===== src/rtl/mem_pkg.sv =====
// rtl/mem_pkg.sv - shared codes, select values, FSM states and M-register bundle for the MEM/WB stage
package mem_pkg;

    localparam logic [3:0] MEM_LB  = 4'd0;
    localparam logic [3:0] MEM_LH  = 4'd1;
    localparam logic [3:0] MEM_LW  = 4'd2;
    localparam logic [3:0] MEM_LBU = 4'd4;
    localparam logic [3:0] MEM_LHU = 4'd5;
    localparam logic [3:0] MEM_SB  = 4'd8;
    localparam logic [3:0] MEM_SH  = 4'd9;
    localparam logic [3:0] MEM_SW  = 4'd10;

    localparam logic [1:0] SEL_ALU = 2'b00;
    localparam logic [1:0] SEL_MEM = 2'b01;
    localparam logic [1:0] SEL_PC4 = 2'b10;

    typedef enum logic {IDLE, WAIT} mem_state_t;

    typedef struct packed {
        logic        valid;
        logic [31:0] alu;
        logic [31:0] rs2;
        logic [31:0] pc;
        logic [4:0]  rd;
        logic        regwrite;
        logic        rd_en;
        logic        wr_en;
        logic [3:0]  mem_op;
        logic [1:0]  sel;
    } m_bundle_t;

endpackage


===== src/rtl/mem_wb_stage_load_align.sv =====
// rtl/mem_wb_stage_load_align.sv - selects the addressed byte/half of a load word and sign/zero extends it
module load_align
    import mem_pkg::*;
(
    input  logic [3:0]  mem_op,
    input  logic [1:0]  offset,
    input  logic [31:0] rdata,
    output logic [31:0] data
);

    logic [7:0]  lane_byte;
    logic [15:0] lane_half;

    always_comb begin
        lane_byte = rdata[7:0];
        case (offset)
            2'd1:    lane_byte = rdata[15:8];
            2'd2:    lane_byte = rdata[23:16];
            2'd3:    lane_byte = rdata[31:24];
            default: lane_byte = rdata[7:0];
        endcase
        lane_half = offset[1] ? rdata[31:16] : rdata[15:0];
    end

    always_comb begin
        data = rdata;
        case (mem_op)
            MEM_LB:  data = {{24{lane_byte[7]}}, lane_byte};
            MEM_LBU: data = {24'd0, lane_byte};
            MEM_LH:  data = {{16{lane_half[15]}}, lane_half};
            MEM_LHU: data = {16'd0, lane_half};
            default: data = rdata;
        endcase
    end

endmodule


===== src/rtl/mem_wb_stage.sv =====
// rtl/mem_wb_stage.sv - MEM/WB pipeline stage: data-memory handshake, load align, writeback (option MEM_MISALIGN_TRAP_EN)
module mem_wb_stage
    import mem_pkg::*;
#(
    parameter int DATA_WIDTH = 32,
    parameter int ADDR_WIDTH = 32
) (
    input  logic                  clk,
    input  logic                  rst_n,
    input  logic                  EX_valid_i,
    input  logic [DATA_WIDTH-1:0] EX_alu_result_i,
    input  logic [DATA_WIDTH-1:0] EX_rs2_data_i,
    input  logic [DATA_WIDTH-1:0] EX_pc_i,
    input  logic [4:0]            EX_rd_add_i,
    input  logic                  EX_regwrite_i,
    input  logic                  EX_RD_en_i,
    input  logic                  EX_WR_en_i,
    input  logic [3:0]            EX_mem_op_i,
    input  logic [1:0]            EX_sel_to_reg_i,
    output logic                  dmem_req_o,
    output logic                  dmem_we_o,
    output logic [ADDR_WIDTH-1:0] dmem_addr_o,
    output logic [DATA_WIDTH-1:0] dmem_wdata_o,
    output logic [3:0]            dmem_be_o,
    input  logic                  dmem_ready_i,
    input  logic [DATA_WIDTH-1:0] dmem_rdata_i,
    output logic                  mem_stall_o,
    output logic [DATA_WIDTH-1:0] WB_data_o,
    output logic                  WB_regwrite_o,
    output logic [4:0]            WB_rd_add_o,
    output logic                  misalign_o
);

    m_bundle_t  m;
    m_bundle_t  ex_bundle;
    logic       m_done;
    logic       mem_access;
    logic       misaligned;
    logic [31:0] load_data;
    logic [31:0] wb_src;
    mem_state_t state, state_next;

    assign ex_bundle = '{valid: EX_valid_i, alu: EX_alu_result_i, rs2: EX_rs2_data_i,
                         pc: EX_pc_i, rd: EX_rd_add_i, regwrite: EX_regwrite_i,
                         rd_en: EX_RD_en_i, wr_en: EX_WR_en_i, mem_op: EX_mem_op_i,
                         sel: EX_sel_to_reg_i};

`ifdef MEM_MISALIGN_TRAP_EN
    logic misalign_q;

    always_comb begin
        misaligned = 1'b0;
        if (m.wr_en) begin
            case (m.mem_op)
                MEM_SB:  misaligned = 1'b0;
                MEM_SH:  misaligned = m.alu[0];
                default: misaligned = (m.alu[1:0] != 2'b00);
            endcase
        end else begin
            case (m.mem_op)
                MEM_LB, MEM_LBU: misaligned = 1'b0;
                MEM_LH, MEM_LHU: misaligned = m.alu[0];
                default:         misaligned = (m.alu[1:0] != 2'b00);
            endcase
        end
    end

    assign misalign_o = misalign_q;
`else
    assign misaligned = 1'b0;
    assign misalign_o = 1'b0;
`endif

    assign mem_access  = m.valid & (m.rd_en | m.wr_en) & ~misaligned;
    assign dmem_req_o  = mem_access & ~m_done;
    assign dmem_we_o   = m.wr_en;
    assign dmem_addr_o = {m.alu[ADDR_WIDTH-1:2], 2'b00};
    assign mem_stall_o = dmem_req_o & ~dmem_ready_i;

    // Stores replicate data across lanes so the byte enables alone pick the target bytes.
    always_comb begin
        dmem_wdata_o = m.rs2;
        dmem_be_o    = 4'b1111;
        if (m.wr_en) begin
            case (m.mem_op)
                MEM_SB: begin
                    dmem_wdata_o = {4{m.rs2[7:0]}};
                    dmem_be_o    = 4'b0001 << m.alu[1:0];
                end
                MEM_SH: begin
                    dmem_wdata_o = {2{m.rs2[15:0]}};
                    dmem_be_o    = m.alu[1] ? 4'b1100 : 4'b0011;
                end
                default: begin
                    dmem_wdata_o = m.rs2;
                    dmem_be_o    = 4'b1111;
                end
            endcase
        end
    end

    always_ff @(posedge clk or negedge rst_n) begin
        if (!rst_n) begin
            m      <= '0;
            m_done <= 1'b0;
        end else begin
            if (dmem_req_o && dmem_ready_i)
                m_done <= 1'b1;
            if (!mem_stall_o) begin
                m      <= ex_bundle;
                m_done <= 1'b0;
            end
        end
    end

    always_ff @(posedge clk or negedge rst_n) begin
        if (!rst_n)
            state <= IDLE;
        else
            state <= state_next;
    end

    always_comb begin
        state_next = state;
        case (state)
            IDLE:    if (dmem_req_o && !dmem_ready_i) state_next = WAIT;
            WAIT:    if (dmem_ready_i || !dmem_req_o) state_next = IDLE;
            default: state_next = IDLE;
        endcase
    end

    load_align u_load_align (
        .mem_op (m.mem_op),
        .offset (m.alu[1:0]),
        .rdata  (dmem_rdata_i),
        .data   (load_data)
    );

    always_comb begin
        case (m.sel)
            SEL_MEM: wb_src = load_data;
            SEL_PC4: wb_src = m.pc + 32'd4;
            default: wb_src = m.alu;
        endcase
    end

    always_ff @(posedge clk or negedge rst_n) begin
        if (!rst_n) begin
            WB_data_o     <= '0;
            WB_regwrite_o <= 1'b0;
            WB_rd_add_o   <= '0;
`ifdef MEM_MISALIGN_TRAP_EN
            misalign_q    <= 1'b0;
`endif
        end else if (mem_stall_o) begin
            WB_regwrite_o <= 1'b0;
`ifdef MEM_MISALIGN_TRAP_EN
            misalign_q    <= 1'b0;
`endif
        end else begin
            WB_data_o     <= wb_src;
            WB_regwrite_o <= m.valid & m.regwrite & (m.rd != 5'd0) & ~misaligned;
            WB_rd_add_o   <= m.rd;
`ifdef MEM_MISALIGN_TRAP_EN
            misalign_q    <= m.valid & misaligned;
`endif
        end
    end

endmodule


===== config.mk =====
export PLATFORM = sky130hd
export DESIGN_NAME = mem_wb_stage
export DESIGN_NICKNAME = d
export VERILOG_FILES = /design/src/rtl/mem_pkg.sv /design/src/rtl/mem_wb_stage_load_align.sv /design/src/rtl/mem_wb_stage.sv
export SDC_FILE = /design/constraint.sdc
export NUM_CORES = 1
export LEC_CHECK = 0
export CAP_MARGIN = 20
export CORE_MARGIN = 2
export CORE_UTILIZATION = 30
export CTS_BUF_LIST = sky130_fd_sc_hd__clkbuf_4 sky130_fd_sc_hd__clkbuf_8 sky130_fd_sc_hd__clkbuf_16
export CTS_CLUSTER_DIAMETER = 80
export DETAILED_ROUTE_END_ITERATION = 8
export SLEW_MARGIN = 20
export SYNTH_ARGS = -nofsm -noshare
export SYNTH_HDL_FRONTEND = slang
export SYNTH_HIERARCHICAL = 1
export SYNTH_SLANG_ARGS = --single-unit
export TNS_END_PERCENT = 100

===== constraint.sdc =====
create_clock -name clk -period 2.83 [get_ports clk]
set_clock_uncertainty 0.1 [all_clocks]
set_input_delay 0.566 -clock clk [delete_from_list [all_inputs] [get_ports clk]]
set_output_delay 0.566 -clock clk [all_outputs]
set_load 0.02 [all_outputs]

==> metrics, run 1 <==
layout cells sized above 1=11.0%; static leakage=5.14 nW; crit path capture type=output pin; DPL Wire Length=21.3 mm; top-area cell type share of the netlist area=44.3%; Post-Synth Adder-Cell Area=less than 1%; crit share post-route=99.0%; DRT met1 WL=12.6 mm; CTS tree=done; via count=8024; count leader, synth=nand2_1; post-placement cell area=0.0112 mm²; cts hold-fix bufs=0; Num CTS Buffers=17; MaxCap Viol Count=0; path depth of the worst reg2reg path=6; Slew Viols, Final=0; grt ovf=0; clk_lat worst skew=around 430 ps; highest routed metal layer=met4; RSZ-0062 raised after global routing=true; nets=1370; IO Port Bufs=252; DRT Pass-1 Iters=5; core box area=0.0278 mm²; Chip Width=172 µm; DRC Markers=0; PwrDens=between 500 and 600 mW/mm²; synth unique cells=55; Slew headroom=48.3%; Simple-Gate Fraction of Synth Area=a little under a quarter; design area=0.0118 mm²; fin crit period=2800 ps; top cells by area, synth=dfrtp_1, nand2_1, o21ai_0; WL met3=2.68 mm; largest area contributor in the netlist=dfrtp_1; FF-to-FF End=WB_data_o[5]; EDFF count, synth=0; final setup violation count=0; area of the mapped netlist=roughly 0.0085 mm²; first-pass GRT wire length=44.6 mm; CP Max Fanout=4; Avg Vias per Cell=4.98; WL met2=about 13 mm; Tot GR Track Use=between 10% and 20%; die area=0.0296 mm²; Antenna Diode Count=0; Worst R2R Setup Slack=about 400 ps; xor/xnor share of the synthesized area=2.48%; Pwr Total=0.00667 W; Rows=61; cells after synthesis=just over 1000; Die Ht=about 170 µm; status=finished, final reports clean; Mean Syn Cell Area=between 8 and 9 µm²; CTS Sinks=150; mux cell area share after synthesis=6.69%; Initial Util=30.5%; H-tree Lvls=4; Data arrival, critical path=2140 ps; largest net degree at the start of global routing=~170; Synth Area in Compound Gates=14.4%; Seq cells post-synth=150; Worst Tran Pin Value=776 ps; Fin. Hold Viols=0; Area Growth Syn to Fin=38.7%; Tightest Hold Check Type=input port to async pin; Critical R2R Launch=m[2]; Max VDD drop=around 0.29 mV; Max Root-Sink Buffers=2; Post-synth top cells=nand2_1, dfrtp_1, o21ai_0; DRC marker count from the first detailed-route iteration=698; yosys warns=6; CTS Root Cell=clkbuf_16; Post-synth top flop=dfrtp_1; vias in the first global route=7724; Worst Setup Path Type=flip-flop to output pin; gp weighted congestion=0.894; clock slew at the register clock pins of the worst setup and hold paths=60 ps; Final ANT Viol Nets=0; DR WL/cell=~18 µm; Critical Path Source Type=flip-flop; final wirelength=29.2 mm; I/O pin count=256; Fillers=2883; antenna violations before repair=0; largest family of logic cells by synthesized area=simple AND/OR/NAND/NOR gates; Critical Path RT=2160 ps; asr flop ratio synth=100%; Fmax=approximately 360 MHz; post-synthesis sequential area ratio=44.3%
what timing repair did:
action	CTS	global route
buffers inserted	3	1
resized for setup	51	6
pin swaps	2	2
endpoints found under the setup margin	29	19
how the worst max path moves through the flow:
| stage | startpoint | to | depth (start not counted) |
|---|---|---|---|
| floorplan | m[4] | dmem_wdata_o[24] | 6 |
| global placement | dmem_ready_i | mem_stall_o | 4 |
| detailed placement | dmem_ready_i | mem_stall_o | 4 |
| CTS | m[4] | dmem_wdata_o[11] | 7 |
| global route | m[3] | dmem_wdata_o[11] | 6 |
| finish | m[3] | dmem_wdata_o[11] | 6 |
cell usage in the layout, fill, tap and decap left out, types with 9 or more instances in the layout:
master             n
buf_4             36
mux2_2            25
nand2_1          373
clkdlybuf4s50_1  224
xnor2_1           18
nor3_1            14
a21oi_1           55
dlygate4sd2_1     18
dfrtp_1          149
clkbuf_16         17
inv_1             14
nor2_1            29
a221oi_1          17
o21ai_0           88
mux2i_1            9
o22ai_1           15
flip-flops by register name (all words and copies together) (netlist names):
register,flops
m,80
WB_data_o,32
dmem_addr_o,30
WB_rd_add_o,5
WB_regwrite_o,1
dmem_we_o,1
m_done,1
metrics by stage:
stage | worst slack [ps] | util, % | setup TNS (ps) | hold WS, ps | cells
after floorplan | 276 | - | 0 | 170 | 1022
after global placement | -27.9 | 40.3 | -27.9 | 350 | 1577
after detailed placement | -26.4 | 40.3 | -26.4 | 358 | 1577
after CTS | -26.0 | 42.3 | -151 | 42.8 | 1612
after global routing | -70.9 | 42.3 | -887 | 65.6 | 1612
final | 27.0 | 42.3 | 0 | 36.6 | 1612
layout make-up:
cell class	count	area (µm²)	area share [%]
multi-input cells	743	4040	34.3
flip-flops and latches	150	3750	31.9
repair buffers	294	2850	24.2
well taps	378	473	4.02
clock buffers	18	439	3.74
clock inverters	14	141	1.20
inverters	15	58.8	0.500
critical path, stage by stage (launching register included):
cell,delay (ps)
dfrtp_1,400
nor3b_2,250
and2_4,210
nor2b_4,220
buf_4,170
mux2_2,330
buf_2,160
layer usage:
layer  up-vias  track usage [%]
met3        39             5.68
met2       360             31.0
met5         -                0
met4         0             7.16
met1      3838             26.3
li1       3787                -
where the power goes:
group / internal [W] / switching, W
logic: 0.000842 / 0.000935
registers: 0.00238 / 0.000243
clock network: 0.00126 / 0.00102
kinds of logic (layout without fill, tap and decap cells):
logic type / count (synthesis) / count (layout)
flip-flops: 150 / 150
buffers and inverters: 129 / 341
XOR/XNOR: 24 / 24
AO/OA/AOI/OAI: 206 / 206
multiplexers: 43 / 43
adder cells (fa/ha/maj): 3 / 3
other: 1 / 4
AND/OR/NAND/NOR: 463 / 463
Power figures use the tool's default switching activity.
==> inputs of run 2 (changes only) <==
- ABC_AREA: default -> 1
- PLACE_DENSITY: default -> 0.58
==> run 2 against run 1 <==
Effect of this change:
- non-clock buffer count shrank 13
- worst hold slack gained 5.9 ps
- register-to-register slack gained 200 ps
- global-route usage down 0.14 points
- sequential cell count unchanged
- count of clock-buffer cells in the layout up 1
- routed wire length is 0.22% higher
- fmax is 1.7% higher
- setup slack improved by 48 ps
- combinational power barely moved
- core utilization grew 0.18 points
- power fell by 0.43%
==> metrics, run 2 <==
DR WL/cell=16.1 µm (-11%); area of the mapped netlist=0.00852 mm² (+0.56%); Fmax=363 MHz (+1.7%); Avg Vias per Cell=4.59 (-7.8%); Max Root-Sink Buffers=2 (unchanged); Simple-Gate Fraction of Synth Area=31.0% (+7.8 points); final wirelength=29.3 mm (+0.22%); H-tree Lvls=4 (unchanged); CTS Root Cell=clkbuf_16; Num CTS Buffers=17 (unchanged); post-route setup slack=75.1 ps (+48.0 ps); Post-synth top flop=dfrtp_1; Chip Width=173 µm (+0.27%); Setup Fix Bufs, Post-CTS=0 (-3); MaxCap Viol Count=0 (unchanged); core box area=0.0279 mm² (+0.28%); status=finished, final reports clean; area of the multi-input gates=0.00379 mm² (-6.0%); Die Ht=173 µm (+0.27%); first-pass GRT wire length=46.2 mm (+3.6%); xor/xnor share of the synthesized area=0% (-2.5 points); DP Cell Count=1783 (+13%); Critical Path Source Type=input port; via count=8341 (+4.0%); DRC Markers=0 (unchanged); design area=0.0118 mm² (+0.71%); Top reg by flops=m; nets=1573 (+15%); Initial Util=30.6% (+0.087 points); Slew headroom=54.1% (+5.8 points); Mean Syn Cell Area=6.96 µm² (-16%); mux cell area share after synthesis=0% (-6.7 points); WL met3=1.93 mm (-28%); IO Port Bufs=252 (unchanged); top cells by area, synth=dfrtp_1, nand2_1, o21ai_0; Finished Layout Cells=1817 (+13%); Setup TNS=0 ps (unchanged); die area=0.0298 mm² (+0.55%); fin crit period=2750 ps (-48.0 ps); Area Growth Syn to Fin=39.0%; top-area cell type share of the netlist area=44.1% (-0.25 points); largest net degree at the start of global routing=67 (-60%); worst path cell trace=clkdlybuf4s50_1 > nor4_4 > buf_4 > clkdlybuf4s50_1; CTS Sinks=150 (unchanged); Final ANT Viol Nets=0 (unchanged); Slew Viols, Final=0 (unchanged); Post-Synth Adder-Cell Area=0.441% (-0.0025 points); clk_lat worst skew=420 ps (about the same); RSZ-0062 raised after global routing=false; Rows=61 (unchanged); layout cells sized above 1=5.92% (-5.1 points); Worst path max stage delay=600 ps (+200 ps); Reg area=0.00375 mm² (about the same); EDFF count, synth=0 (unchanged); Data arrival, critical path=2090 ps (-50 ps); Post-synth top cells=nand2_1, dfrtp_1, inv_1; Fillers=2874 (-0.31%); DRT Pass-1 Iters=6 (+1); path depth of the worst reg2reg path=7 (+1); asr flop ratio synth=100% (unchanged); most frequent cells in the layout=nand2_1, clkdlybuf4s50_1, dfrtp_1; count leader, synth=nand2_1; largest area contributor in the netlist=dfrtp_1; slowest CP cell=clkdlybuf4s50_1; DPL Wire Length=22.6 mm (+6.3%); CTS tree=done; Worst Tran Pin Value=688 ps (-87.7 ps); Fin. Hold Viols=0 (unchanged); final setup violation count=0 (unchanged); yosys warns=6 (unchanged); grt ovf=0 (unchanged); post-placement cell area=0.0113 mm² (+0.72%); cells after synthesis=1223 (+20%); Seq cells post-synth=150 (unchanged); Max VDD drop=0.353 mV (+23%); cell mode on critical path=clkdlybuf4s50_1; post-synthesis sequential area ratio=44.1% (-0.25 points); PwrDens=561 mW/mm² (-1.1%); pre-CTS WS=-13.8 ps (+12.6 ps); I/O pin count=256 (unchanged); DRT met1 WL=14.2 mm (+13%); crit path capture type=output pin; highest routed metal layer=met5; largest family of logic cells by synthesized area=simple AND/OR/NAND/NOR gates; max FFs per register=80 (unchanged); Pwr Total=0.00665 W (-0.43%); DRC marker count from the first detailed-route iteration=579 (-17%); gp weighted congestion=0.904 (+1.1%); antenna violations before repair=7 (+7); Tot GR Track Use=19.8% (-0.14 points); WL met2=12.8 mm (-3.7%); vias in the first global route=8075 (+4.5%); synth unique cells=34 (-38%); clock slew at the register clock pins of the worst setup and hold paths=70 ps (about the same); static leakage=5.72 nW (+11%); most common cell after layout, fill and taps aside=nand2_1; Critical Path RT=2160 ps (about the same); Tightest Hold Check Type=input port to async pin; Synth Area in Compound Gates=12.7% (-1.7 points); crit share post-route=97.3% (-1.7 points); Worst Setup Path Type=input port to output pin; CP Max Fanout=3 (-1)
run 2: cell count changes after synthesis, sizes merged, moves of 13 or more:
cell    change
nor3       -13
xnor2      -18
nand3      +84
o21ai      +63
inv       +100
nor2       +24
a221oi     -19
nand2     +108
mux2       -26
a21oi      -24
run 2: per-stage QoR:
step | utilization (%) | hold WS [ps]
3_5_place_dp | 40.4 | 364
3_3_place_gp | 40.4 | 364
6_report | 42.5 | 42.5
4_1_cts | 42.5 | 71.6
5_1_grt | 42.5 | 97.5
2_1_floorplan | - | 170
run 2: layout make-up:
| class | count | area share (%) |
|---|---|---|
| Sequential cell | 150 | 31.7 |
| Antenna cell | 2 | 0.0423 |
| Multi-Input combinational cell | 860 | 32.1 |
| Clock inverter | 13 | 1.13 |
| Tap cell | 378 | 4.00 |
| Timing Repair Buffer | 281 | 23.6 |
| Clock buffer | 19 | 3.83 |
| Inverter | 114 | 3.66 |
run 2: repair_timing:
action,4_1_cts,5_1_grt
gates resized for setup,32,10
endpoints found under the setup margin,28,6
hold buffers,0,0
cloned,0,0
run 2: critical path, delay by kind of cell:
family / cells / cell delay [ps]
buffers and inverters: 3 / 1230
and+or+nand+nor: 1 / 280
run 2: logic make-up (layout without fill, tap and decap cells):
group,after synthesis,after routing
compound gates,208,208
fa+ha+maj,3,3
flops,150,150
other cells,1,6
simple gates,645,645
buf+inv,216,427
run 2: power breakdown:
| group | leakage, nW | internal, W | switching [W] |
|---|---|---|---|
| registers | 1.78 | 0.00238 | 0.000171 |
| clock network | 0.292 | 0.00129 | 0.000999 |
| logic | 3.65 | 0.000766 | 0.00104 |
run 2: final timing paths:
path | startpoint | to | slack (ps)
worst min register to register | WB_data_o[20] | WB_data_o[20] | 380
worst max register to register | m[78] | WB_data_o[11] | 600
worst min-delay path | rst_n | dmem_we_o | 40
min in group clk | WB_data_o[20] | WB_data_o[20] | 380
max in group asynchronous | rst_n | m[33] | 1860
worst max-delay path | dmem_ready_i | mem_stall_o | 80
run 2: layer usage:
layer,global-route usage [%],vias to the layer above
li1,-,4244
met1,28.1,3815
met2,29.8,249
met3,5.48,25
met4,4.67,8
met5,0,-
==> inputs of run 3 (changes only) <==
- CORE_UTILIZATION: 30 -> 48
- PLACE_DENSITY: 0.58 -> 0.84
==> run 3 against run 2 <==
Effect of this change:
- the run now ends with negative setup slack left
- clock power increased by 2%
- register-to-register slack got worse by 190 ps
- first-iteration DRC count is 36% higher
- combinational power about the same
- highest routed layer is now met4
- design area is 1.6% lower
- global-route usage up 9.2 points
- critical endpoint is now dmem_wdata_o[26]
- non-clock buffer count down 6
- sequential power barely moved
- cell count decreased by 8.9%
- sequential share of layout area rose by 0.53 points
- fmax shrank 7.7%
==> metrics, run 3 (synthesis results as in run 2) <==
worst path cell trace=inv_1 > nor3_4 > nand2_2 > o22ai_1 > nand2_1 > o21ai_1 > clkdlybuf4s50_1; GR Util met3=8.43% (+2.9 points); Worst Setup Path Type=flip-flop to output pin; met2 Usage GRT=44.3% (+15 points); Pwr Total=0.00668 W (+0.53%); CTS tree=done; Final ANT Viol Nets=0 (unchanged); area of the multi-input gates=0.00379 mm² (unchanged); FF-to-FF End=WB_data_o[8]; Slew Viols, Final=0 (unchanged); core box area=0.0173 mm² (-38%); CTS Sinks=150 (unchanged); nets=1567 (-0.38%); PwrDens=574 mW/mm² (+2.2%); crit path capture type=output pin; Rows=48 (-21%); Avg Vias per Cell=5.27 (+15%); most common cell after layout, fill and taps aside=nand2_1; RSZ-0062 raised after global routing=true; CTS Root Cell=clkbuf_16; Worst path max stage delay=620 ps (+20 ps); DRC marker count from the first detailed-route iteration=789 (+36%); Max Root-Sink Buffers=2 (unchanged); Max VDD drop=0.488 mV (+38%); static leakage=5.79 nW (+1.2%); Post-CTS Resized=12 (-63%); via count=8720 (+4.5%); Fillers=1468 (-49%); cts hold-fix bufs=0 (unchanged); hold slack=21.1 ps (-21.3 ps); clock slew at the register clock pins of the worst setup and hold paths=60 ps (about the same); Initial Util=49.2% (+19 points); final wirelength=27.0 mm (-7.9%); antenna violations before repair=0 (-7); slowest CP cell=clkdlybuf4s50_1; Area Growth Syn to Fin=36.7%; vias in the first global route=8088 (+0.16%); Tot GR Track Use=28.9% (+9.2 points); Chip Width=137 µm (-20%); CP Max Fanout=9 (+6); Num CTS Buffers=17 (unchanged); DPL Wire Length=20.3 mm (-10%); layout cells sized above 1=5.59% (-0.32 points); GR peak layer=met2; Worst R2R Setup Slack=410 ps (-190 ps); Reg area=0.00375 mm² (unchanged); Tightest Hold Check Type=input port to async pin; most frequent cells in the layout=nand2_1, clkdlybuf4s50_1, dfrtp_1; post-placement cell area=0.0110 mm² (-2.4%); fin crit period=2980 ps (+230 ps); I/O pin count=256 (unchanged); Data arrival, critical path=2320 ps (+230 ps); MaxCap Viol Count=0 (unchanged); Critical R2R Launch=m[79]; Critical Path RT=2160 ps (about the same); first-pass GRT wire length=41.7 mm (-9.7%); die area=0.0188 mm² (-37%); Top reg by flops=m; largest net degree at the start of global routing=66 (-1.5%); status=finished, violations left; design area=0.0116 mm² (-1.6%); Crit path max-delay family=buffers and inverters; Buf/Inv on CP=2 (-1); Slew headroom=49.4% (-4.7 points); path depth of the worst reg2reg path=9 (+2); DRC Markers=0 (unchanged); H-tree Lvls=4 (unchanged); gp weighted congestion=0.946 (+4.7%); crit share post-route=105% (+8.1 points); IO Port Bufs=252 (unchanged); post-route setup slack=-155 ps (-230 ps); Fmax=335 MHz (-7.7%); Critical Path Source Type=flip-flop; DR WL/cell=16.3 µm (+1.1%); met1 Track Usage GR=39.7% (+12 points); Fin. Hold Viols=0 (unchanged); Die Ht=137 µm (-20%); Antenna Diode Count=0 (-2); final setup violation count=1 (+1); clk_lat worst skew=420 ps (about the same); DRT Pass-1 Iters=5 (-1); max FFs per register=80 (unchanged); violated checks=negative setup slack; Worst Tran Pin Value=759 ps (+70.2 ps); grt ovf=0 (unchanged); Setup Fix Bufs, Post-CTS=0 (unchanged)
==> run 3: changes by cell type in the layout (fill, tap and decap cells not counted), sizes merged, moves of 4 or more <==
cell	delta
dlygate4sd2	-14
inv	-7
buf	-6
dlymetal6s2s	+17
clkdlybuf4s15	-4
==> run 3: worst max path at each step <==
stage / from / to / slack [ps] / cells past startpoint
floorplan: dmem_we_o / dmem_wdata_o[16] / 530 / 4
global placement: dmem_ready_i / mem_stall_o / 50 / 3
detailed placement: dmem_ready_i / mem_stall_o / 60 / 3
CTS: m[5] / dmem_wdata_o[31] / -220 / 7
global route: m[5] / dmem_wdata_o[26] / -290 / 7
finish: m[5] / dmem_wdata_o[26] / -150 / 7
==> run 3: per-stage QoR <==
| step | setup slack [ps] | util (%) | TNS, ps | instances |
|---|---|---|---|---|
| after floorplan | 531 | - | 0 | 1226 |
| after global placement | 52.2 | 63.5 | 0 | 1624 |
| after detailed placement | 61.3 | 63.5 | 0 | 1624 |
| after CTS | -220 | 67.0 | -3490 | 1656 |
| after global routing | -295 | 67.3 | -306 | 1656 |
| final | -155 | 67.3 | -155 | 1656 |
==> run 3: layout make-up <==
cell class                      count  area share [%]
Timing Repair Buffer              275            23.8
Inverter                          114            3.75
Tap cell                          225            2.42
Clock inverter                     12            1.31
Multi-Input combinational cell    860            32.6
Clock buffer                       20            3.90
Sequential cell                   150            32.2
==> run 3: where the power goes <==
group | leakage [nW] | switching, W | internal (W)
clock network | 0.301 | 0.000898 | 0.00143
registers | 1.78 | 0.000181 | 0.00238
logic | 3.71 | 0.00102 | 0.000767
==> run 3: layer usage <==
metal  share of wire (%)  routed length [µm]  vias to the layer above
li1                    -                   -                     4220
met1                  43               11600                     4054
met2                  45               12100                      404
met3                  10                2700                       42
met4                 2.2                 589                        0
met5                   0                   0                        -
==> RTL change (flow settings as in run 1) <==
`ADDR_WIDTH`: 32 -> 28.
--- a/src/rtl/mem_wb_stage.sv
+++ b/src/rtl/mem_wb_stage.sv
@@ -5,3 +5,3 @@
     parameter int DATA_WIDTH = 32,
-    parameter int ADDR_WIDTH = 32
+    parameter int ADDR_WIDTH = 28
 ) (
Ports: changed (resized dmem_addr_o); port bits go from 256 to 252. The function was not compared with the original's and may differ.
==> RTL change against run 1 <==
- worst setup slack better by 0.013 ns
- design area barely moved
- utilization rose by 0.10 points
- synthesized cell count down 0.39%
- total power shrank 1.7%
- hold slack better by 0.014 ns
- sequential share of layout area about the same
- synthesized area fell by 0.35%
- sequential cell count unchanged
- fmax increased by 0.48%
- routed wire length decreased by 4.2%
- highest routed layer unchanged
==> RTL change: results (changes against run 1) <==
Run status
  – Run status: finished, final reports clean

STA
  – Worst setup margin: 0.0405 ns (+0.0135 ns)
  – Max-slew headroom: 52.7% (+4.4 points)

Placed design
  – GP Congestion: 0.836 (-6.5%)
  – Area post-placement: 0.0112 mm^2 (about the same)
  – Place WS: -0.0383 ns (-0.0120 ns)
  – Detail Placement HPWL: 20500 um (-3.9%)

Cells and area
  – Multi-input logic area: 0.00404 mm^2 (about the same)
  – Non-clock buffer share: 24.4% (+0.14 points)
  – Sequential cell area share: 31.9% (about the same)
  – Clock-cell share: 4.72% (-0.22 points)
  – Finished Cell Area: 0.0117 mm^2 (about the same)
  – Share of cells above drive strength 1: 11.9% (+0.89 points)
  – Diodes inserted: 2 (+2)
  – Max reg flops: 84 (+5.0%)

Power and ir drop
  – VDD IR max: 0.285 mV (-0.28%)

GRT
  – Largest net degree at the start of global routing: 143 (-15%)
  – First-pass GRT wire length: 42600 um (-4.4%)
  – Vias in the first global route: 7539 (-2.4%)
  – Total routing usage reported by global routing: 18.9% (-0.97 points)
  – Antenna violations before repair: 3 (+3)

Setup path
  – FF-to-FF Start: m[78]
  – R2R setup slack: 0.42 ns (+0.02 ns)

Synthesis
  – Area of the mapped netlist: 0.00844 mm^2 (-0.35%)
  – Largest cells by area after synthesis: dfrtp_1 44%, nand2_1 17%, o21ai_0 5.2%, buf_4 3.5%, mux2_2 3.3%
  – Post-Syn Instances: 1015 (-0.39%)

Drt
  – First-iteration detailed-routing DRC count: 473 (-32%)

Clock network
  – Post-CTS sizing: 53 (+3.9%)
RTL change: cell types whose count changed after synthesis, sizes merged:
cell | before | now
buf | 68 | 64
RTL change: cell families (layout without fill, tap and decap cells):
kind of cell | Yosys count | after routing | share of synthesized area [%]
fa+ha+maj | 3 | 3 | 0.445
other cells | 1 | 6 | 0.0444
mux | 43 | 43 | 6.72
buf+inv | 125 | 341 | 8.06
xor+xnor | 24 | 24 | 2.49
compound gates | 206 | 206 | 14.4
flops | 150 | 150 | 44.5
simple gates | 463 | 463 | 23.3
RTL change: per-layer routing:
metal | share of wire (%) | GRT usage [%]
met5 | 0 | 0
met3 | 8.7 | 5.78
met4 | 1.9 | 5.77
met2 | 45 | 29.8
met1 | 44 | 24.9
RTL change: power by group:
part           internal [mW]  total (mW)  switching [mW]
Combinational          0.847        1.79           0.944
Sequential              2.38        2.59           0.209
Clock                   1.17        2.18            1.02
Total                   4.39        6.56            2.17
